<file path="src/rtl/uart_tx.sv">
// UART transmitter fed by a first-word-fall-through FIFO: start, DATA_SIZE bits LSB first, stop.
// Optional even-parity bit between data and stop when UART_TX_PARITY_EN is defined.
`timescale 1ns/1ps
module uart_tx #(
   parameter int DATA_SIZE = 8,
   parameter int DVSR      = 434
) (
   input  logic                 ckht,
   input  logic                 rst,
   input  logic                 fifo_empty,
   input  logic [DATA_SIZE-1:0] fifo_data,
   output logic                 fifo_rd,
   output logic                 tx,
   output logic                 busy,
   output logic                 tx_done_tick
);

   localparam int CNT_W = (DVSR > 1) ? $clog2(DVSR) : 1;
   localparam int BIT_W = $clog2(DATA_SIZE) + 1;
   localparam logic [CNT_W-1:0] CNT_LAST = CNT_W'(DVSR - 1);
   localparam logic [BIT_W-1:0] BIT_LAST = BIT_W'(DATA_SIZE - 1);

   typedef enum logic [2:0] {
      IDLE,
      START,
      DATA,
`ifdef UART_TX_PARITY_EN
      PARITY,
`endif
      STOP
   } state_t;

   state_t               state;
   logic [CNT_W-1:0]     cnt;
   logic [BIT_W-1:0]     bit_idx;
   logic [DATA_SIZE-1:0] shreg;
`ifdef UART_TX_PARITY_EN
   logic                 par_bit;
`endif

   // The pop must coincide with the capture cycle of a FWFT FIFO, so fifo_rd is
   // decoded from the registered state rather than registered itself.
   assign fifo_rd      = (state == IDLE) && !fifo_empty && !rst;
   assign busy         = (state != IDLE);
   assign tx_done_tick = (state == STOP) && (cnt == CNT_LAST);

   // NOTE: all state is updated with non-blocking assignments so every branch
   // reads the pre-edge values of cnt/shreg, independent of statement order.
   always_ff @(posedge ckht or posedge rst) begin
      if (rst) begin
         state   <= IDLE;
         tx      <= 1'b1;
         cnt     <= '0;
         bit_idx <= '0;
         shreg   <= '0;
`ifdef UART_TX_PARITY_EN
         par_bit <= 1'b0;
`endif
      end else begin
         case (state)
            IDLE: begin
               if (!fifo_empty) begin
                  shreg   <= fifo_data;
`ifdef UART_TX_PARITY_EN
                  par_bit <= ^fifo_data;
`endif
                  cnt     <= '0;
                  bit_idx <= '0;
                  tx      <= 1'b0;
                  state   <= START;
               end
            end
            START: begin
               if (cnt == CNT_LAST) begin
                  cnt   <= '0;
                  tx    <= shreg[0];
                  shreg <= shreg >> 1;
                  state <= DATA;
               end else begin
                  cnt <= cnt + 1'b1;
               end
            end
            DATA: begin
               if (cnt == CNT_LAST) begin
                  cnt <= '0;
                  if (bit_idx == BIT_LAST) begin
                     bit_idx <= '0;
`ifdef UART_TX_PARITY_EN
                     tx      <= par_bit;
                     state   <= PARITY;
`else
                     tx      <= 1'b1;
                     state   <= STOP;
`endif
                  end else begin
                     bit_idx <= bit_idx + 1'b1;
                     tx      <= shreg[0];
                     shreg   <= shreg >> 1;
                  end
               end else begin
                  cnt <= cnt + 1'b1;
               end
            end
`ifdef UART_TX_PARITY_EN
            PARITY: begin
               if (cnt == CNT_LAST) begin
                  cnt   <= '0;
                  tx    <= 1'b1;
                  state <= STOP;
               end else begin
                  cnt <= cnt + 1'b1;
               end
            end
`endif
            STOP: begin
               if (cnt == CNT_LAST) begin
                  cnt   <= '0;
                  state <= IDLE;
               end else begin
                  cnt <= cnt + 1'b1;
               end
            end
            default: begin
               tx    <= 1'b1;
               state <= IDLE;
            end
         endcase
      end
   end

endmodule

</file>
<file path="config.mk">
export PLATFORM = sky130hd
export DESIGN_NAME = uart_tx
export DESIGN_NICKNAME = d
export VERILOG_FILES = /design/src/rtl/uart_tx.sv
export SDC_FILE = /design/constraint.sdc
export NUM_CORES = 1
export LEC_CHECK = 0
export CAP_MARGIN = 10
export CORE_UTILIZATION = 60
export DETAILED_ROUTE_END_ITERATION = 16
export PLACE_DENSITY_LB_ADDON = 0.15
export SYNTH_ARGS = -nofsm -noshare
export SYNTH_HDL_FRONTEND = slang
export SYNTH_SLANG_ARGS = --single-unit
</file>
<file path="constraint.sdc">
create_clock -name ckht -period 3 [get_ports ckht]
set_input_delay 0.6 -clock ckht [delete_from_list [all_inputs] [get_ports ckht]]
set_output_delay 0.6 -clock ckht [all_outputs]
set_load 0.005 [all_outputs]
</file>
==> results of run 1 <==
worst paths after layout:
kind	slack, ps	from	end	cells past startpoint
min	500	rst	cnt[1]	2
min in group ckht	520	shreg[3]	shreg[3]	1
max	360	state[0]	fifo_rd	5
max in group asynchronous	1890	rst	tx	3
min reg2reg	520	shreg[3]	shreg[3]	1
max reg2reg	830	state[0]	shreg[6]	6
power breakdown:
group	switching (mW)	total (mW)	internal (mW)
registers	0	0.324	0.324
logic	0.00876	0.0212	0.0125
clock network	0.105	0.240	0.135
total	0.113	0.585	0.471
logic make-up (layout without fill, tap and decap cells):
kind of cell | count (synthesis) | in the layout | share of synthesized area (%)
buffers and inverters | 13 | 28 | 4.627
adder cells (fa/ha/maj) | 9 | 9 | 7.712
multiplexers | 21 | 21 | 15.94
XOR/XNOR | 5 | 5 | 3.000
AO/OA/AOI/OAI | 20 | 20 | 10.37
AND/OR/NAND/NOR | 48 | 48 | 17.14
flip-flops | 24 | 24 | 41.22
registers in the layout (all words and copies together), names as in the netlist:
register  cells
bit_idx       4
cnt           9
shreg         8
state         2
tx            1
cell usage after synthesis (all sizes together) (3+ instances only):
master   n
dfrtp   23
nand2   11
nor2    12
nand3    4
nor3     7
inv      8
buf      4
o21ai    4
mux2i    3
xnor2    3
o211ai   3
ha       9
nand4    4
mux2    18
metal layers:
metal  vias up  GRT usage (%)  routed length [µm]
met5         -              0                   0
met4         0          10.81                  61
met3         6          3.571                 117
met2        30          40.57                1358
met1       526          34.11                1310
li1        533              -                   -
critical path, stage by stage, from the launching register on:
cell and delay (ps):
dfrtp_1 440, inv_1 130, ha_1 320, inv_1 120, nor3_1 190, clkdlybuf4s50_1 520
area by class of cell:
cell class | count | area [µm²]
Multi-Input combinational cell | 103 | 790.8
Tap cell | 28 | 35.03
Clock buffer | 3 | 22.52
Clock inverter | 1 | 30.03
Timing Repair Buffer | 16 | 155.1
Fill cell | 180 | 589.3
Inverter | 8 | 30.03
Sequential cell | 24 | 601.8
==> impl_metrics.tcl, run 1 <==
set metrics [dict create \
    final_cell_mix "dfrtp_1, mux2_2, clkdlybuf4s50_1, nand2_1, nor2_1" \
    synth_seq_cells 24 \
    drv_cap 0 \
    syn_area_um2 1460 \
    place_inst 179 \
    ant_nets 0 \
    cts_sinks 24 \
    grt_usage_pct 25.25 \
    relSlewSlack_pct 65.21 \
    first_pass_iters 4 \
    rsz0062_at_grt "no" \
    io_buffers 14 \
    postCtsHoldBufs 0 \
    wl_mm 2.847 \
    synth_flop_cell "dfrtp_1" \
    ir_drop_v 0.0003221 \
    fin_skew_ps 19.09 \
    vias 1095 \
    dp_slack_ps 616.9 \
    cp_data_required_time_ps 2400 \
    layout_commonest_cell "dfrtp_1" \
    place.gp.congestion 0.8648 \
    antenna_found_initial 0 \
    ios 15 \
    cts_tree "done" \
    post_cts_resized 0 \
    fin_crit_sh_pct 87.99 \
    syn_to_final_growth_pct 14.05 \
    start_util_pct 64.76 \
    ys_types 41 \
    ys_warn_count 0 \
    synth-edff-count 0 \
    cp.arrival_ps 2040 \
    timing.fmax_mhz 378.8 \
    stdcell_area_um2 1665 \
    clk_latency_ps 330 \
    postLayoutSetupSlackWorst_ps 360.2 \
    critPathCaptureType "primary output" \
    viasPerCell 5.984 \
    yosys-top-cells-area "dfrtp_1, mux2_2, ha_1" \
    dpl_cell_area_um2 1613 \
    hold_ws_ps 503.0 \
    diodes 0 \
    dp_hpwl_mm 2.056 \
    drt_iter0_markers 29 \
    power_mw 0.5847 \
    synthArstFlopShare_pct 100.0 \
    grt_pass1_wl_mm 4.733 \
    drive_above_1_share_pct 19.35 \
    finalCoreUtilization_pct 73.86 \
    fin_crit_ps 2640 \
    critical_path.startpoint_type "flop" \
    drt-wirelength-per-cell_um 15.56 \
    grt_max_degree 19 \
    outcome "complete, no violations" \
    final_max_slew_viol_count 0 \
    tns_ps 0 \
    holdCritPathClass "in -> async" \
    worst_pin_slew_ps 520.3 \
    clk_path_buf_depth 2 \
    ys_seq_area_share_pct 41.22 \
    synth_cells 140 \
    clkTransAtPathRegs_ps 150 \
    die_area_um2 2635 \
    syn_area_per_cell_um2 10.43 \
    crit_type "reg -> out" \
    die_h_um 51.33 \
    p_leak_nw 0.7210 \
    route.detailed.drc 0 \
    synth_fp_nets 160 \
    cts.htree.levels 1 \
    synth_area_leader_cell "dfrtp_1" \
    cts_setup_buffers 0 \
    grt_pass1_vias 1040 \
    rows 17 \
    report.final.setup_viol 0 \
    die_w_um 51.33 \
    synth_top_area_share_pct 39.42 \
    cts_root_buf "clkbuf_4" \
    layoutNonFillerInstCount 183 \
    nets 176 \
    overflow 0 \
    hold_viol 0 \
    cts_inserted_buffers 3 \
    p_per_area_nw_per_um2 351.1 \
    core_um2 2255 \
    path_max_fanout 7 \
]
(Power assumes the default switching activity.)
==> run 2: changes to the inputs <==
--- a/config.mk
+++ b/config.mk
@@ -6,6 +6,7 @@
 export NUM_CORES = 1
 export LEC_CHECK = 0
 export CAP_MARGIN = 10
+export CORE_ASPECT_RATIO = 0.8
 export CORE_UTILIZATION = 60
 export DETAILED_ROUTE_END_ITERATION = 16
 export PLACE_DENSITY_LB_ADDON = 0.15
==> impl_metrics.tcl, run 2 (same netlist as run 1, synthesis figures left out) <==
set metrics [dict create \
    holdCritPathClass "reg -> reg" \
    drt_iter0_markers 30 \
    cpMaxStageDelayCell "clkdlybuf4s50_1" \
    crit_chain "inv_1, ha_1, inv_1, nor3_1, clkdlybuf4s50_1" \
    cts_sinks 24 \
    antenna_found_initial 0 \
    cts.htree.levels 1 \
    grt_usage_pct 23.91 \
    wl_mm 2.741 \
    report.final.setup_viol 0 \
    cpPeakStageDelay_ps 530 \
    final_max_slew_viol_count 0 \
    postCtsHoldBufs 0 \
    critPathCaptureType "primary output" \
    core_um2 2233 \
    postLayoutSetupSlackWorst_ps 271.1 \
    cp-startpoint "state[1]" \
    drt-wirelength-per-cell_um 15.31 \
    p_leak_nw 0.7092 \
    r2r-start "state[0]" \
    crit_end "fifo_rd" \
    diodes 0 \
    fin_crit_sh_pct 90.96 \
    die_area_um2 2636 \
    register_area_um2 601.8 \
    reg_top3 "cnt (9), shreg (8), bit_idx (4)" \
    grt_pass1_vias 977 \
    largest_reg_flops 9 \
    dp_slack_ps 593.3 \
    vias 1047 \
    hold_viol 0 \
    route.detailed.drc 2 \
    worst_pin_slew_ps 897.5 \
    die_h_um 46.13 \
    cts_root_buf "clkbuf_4" \
    n_fill_cell 165 \
    dp_hpwl_mm 2.054 \
    ff2ff_setup_slack_ps 880 \
    drv_cap 0 \
    cts_setup_buffers 0 \
    timing.fmax_mhz 366.5 \
    regMostFlops "cnt" \
    syn_to_final_growth_pct 12.17 \
    io_buffers 14 \
    cp.arrival_ps 2130 \
    layout_commonest_cell "dfrtp_1" \
    ant_nets 0 \
    ir_drop_v 0.0003005 \
    crit_path_frequent_cell "inv_1" \
    r2r-end "shreg[1]" \
    post_cts_resized 0 \
    drive_above_1_share_pct 18.83 \
    fin_skew_ps 2.169 \
    crit_type "reg -> out" \
    rows 15 \
    relSlewSlack_pct 40.10 \
    clk_latency_ps 310 \
    path_max_fanout 7 \
    cts_inserted_buffers 3 \
    worstRegToRegCells 6 \
    first_pass_iters 10 \
    overflow 0 \
    start_util_pct 65.38 \
    viasPerCell 5.849 \
    final_cell_mix "dfrtp_1, mux2_2, clkdlybuf4s50_1, nand2_1, nor2_1" \
    ios 15 \
    cp_data_required_time_ps 2400 \
    tns_ps 0 \
    fin_crit_ps 2729 \
    multi_input_area_um2 790.8 \
    rsz0062_at_grt "no" \
    grt_max_degree 25 \
    critical_path.startpoint_type "flop" \
    clk_path_buf_depth 2 \
    p_per_area_nw_per_um2 313.5 \
    die_w_um 57.16 \
    violations "design-rule violations" \
    nets 175 \
    outcome "finished, violations left" \
    place.gp.congestion 0.8973 \
    cts_tree "done" \
    clkTransAtPathRegs_ps 130 \
    grt_pass1_wl_mm 4.609 \
]
## run 2: cell types whose count changed in the layout (fill, tap and decap cells not counted), sizes merged
cell,change
bufinv,-1
buf,-1
clkbuf,+1
## run 2: layout make-up
type / instances / area share, %
inverter: 8 / 1.833
clock buffer: 4 / 2.215
multi-input combinational: 103 / 48.28
tap: 25 / 1.910
timing repair buffer: 15 / 9.015
sequential: 24 / 36.75
## run 2: critical path: cells and delay by family, from the launching register on
kind	cells	cell delay (ps)
adders and majority gates	1	320
DFF	1	470
and+or+nand+nor	1	220
buffers and inverters	3	810
## run 2: how the worst min path moves through the flow
| stage | startpoint | to | slack [ps] | cells past startpoint |
|---|---|---|---|---|
| after floorplan | shreg[1] | shreg[1] | 470 | 1 |
| after global placement | shreg[1] | shreg[1] | 480 | 1 |
| after detailed placement | shreg[6] | shreg[6] | 490 | 1 |
| after CTS | shreg[6] | shreg[6] | 520 | 1 |
| after global routing | shreg[2] | shreg[2] | 540 | 1 |
| final | shreg[5] | shreg[5] | 520 | 1 |
## run 2: per-stage QoR
step	utilization, %	power, mW	cell area, µm²	instances	hold WS, ps
floorplan	-	0.3348	1460	140	473.7
global placement	71.71	0.3497	1602	175	481.0
detailed placement	71.71	0.3504	1602	175	490.7
CTS	73.33	0.5191	1638	179	520.1
global route	73.33	0.5286	1638	179	541.6
finish	73.33	0.5134	1638	179	521.3
## run 2: per-layer routing
metal  vias to the layer above  share of wire, %  GRT usage [%]
met3                         2               3.9          6.461
li1                        535                 -              -
met2                        20                44          36.47
met5                         -                 0              0
met4                         0              0.51          4.878
met1                       490                52          34.73
## run 2: power by group
part / internal, mW / switching (mW) / total [mW]
registers: 0.324 / 0 / 0.324
clock network: 0.0742 / 0.0954 / 0.170
logic: 0.0116 / 0.00856 / 0.0202
==> run 3: changes to the inputs <==
--- a/config.mk
+++ b/config.mk
@@ -8,6 +8,7 @@
 export CAP_MARGIN = 10
 export CORE_ASPECT_RATIO = 0.8
 export CORE_UTILIZATION = 60
+export CTS_CLUSTER_DIAMETER = 150
 export DETAILED_ROUTE_END_ITERATION = 16
 export PLACE_DENSITY_LB_ADDON = 0.15
 export SYNTH_ARGS = -nofsm -noshare
==> results of run 3 <==
No change in the layout: final DEF, timing and power equal those of run 2.
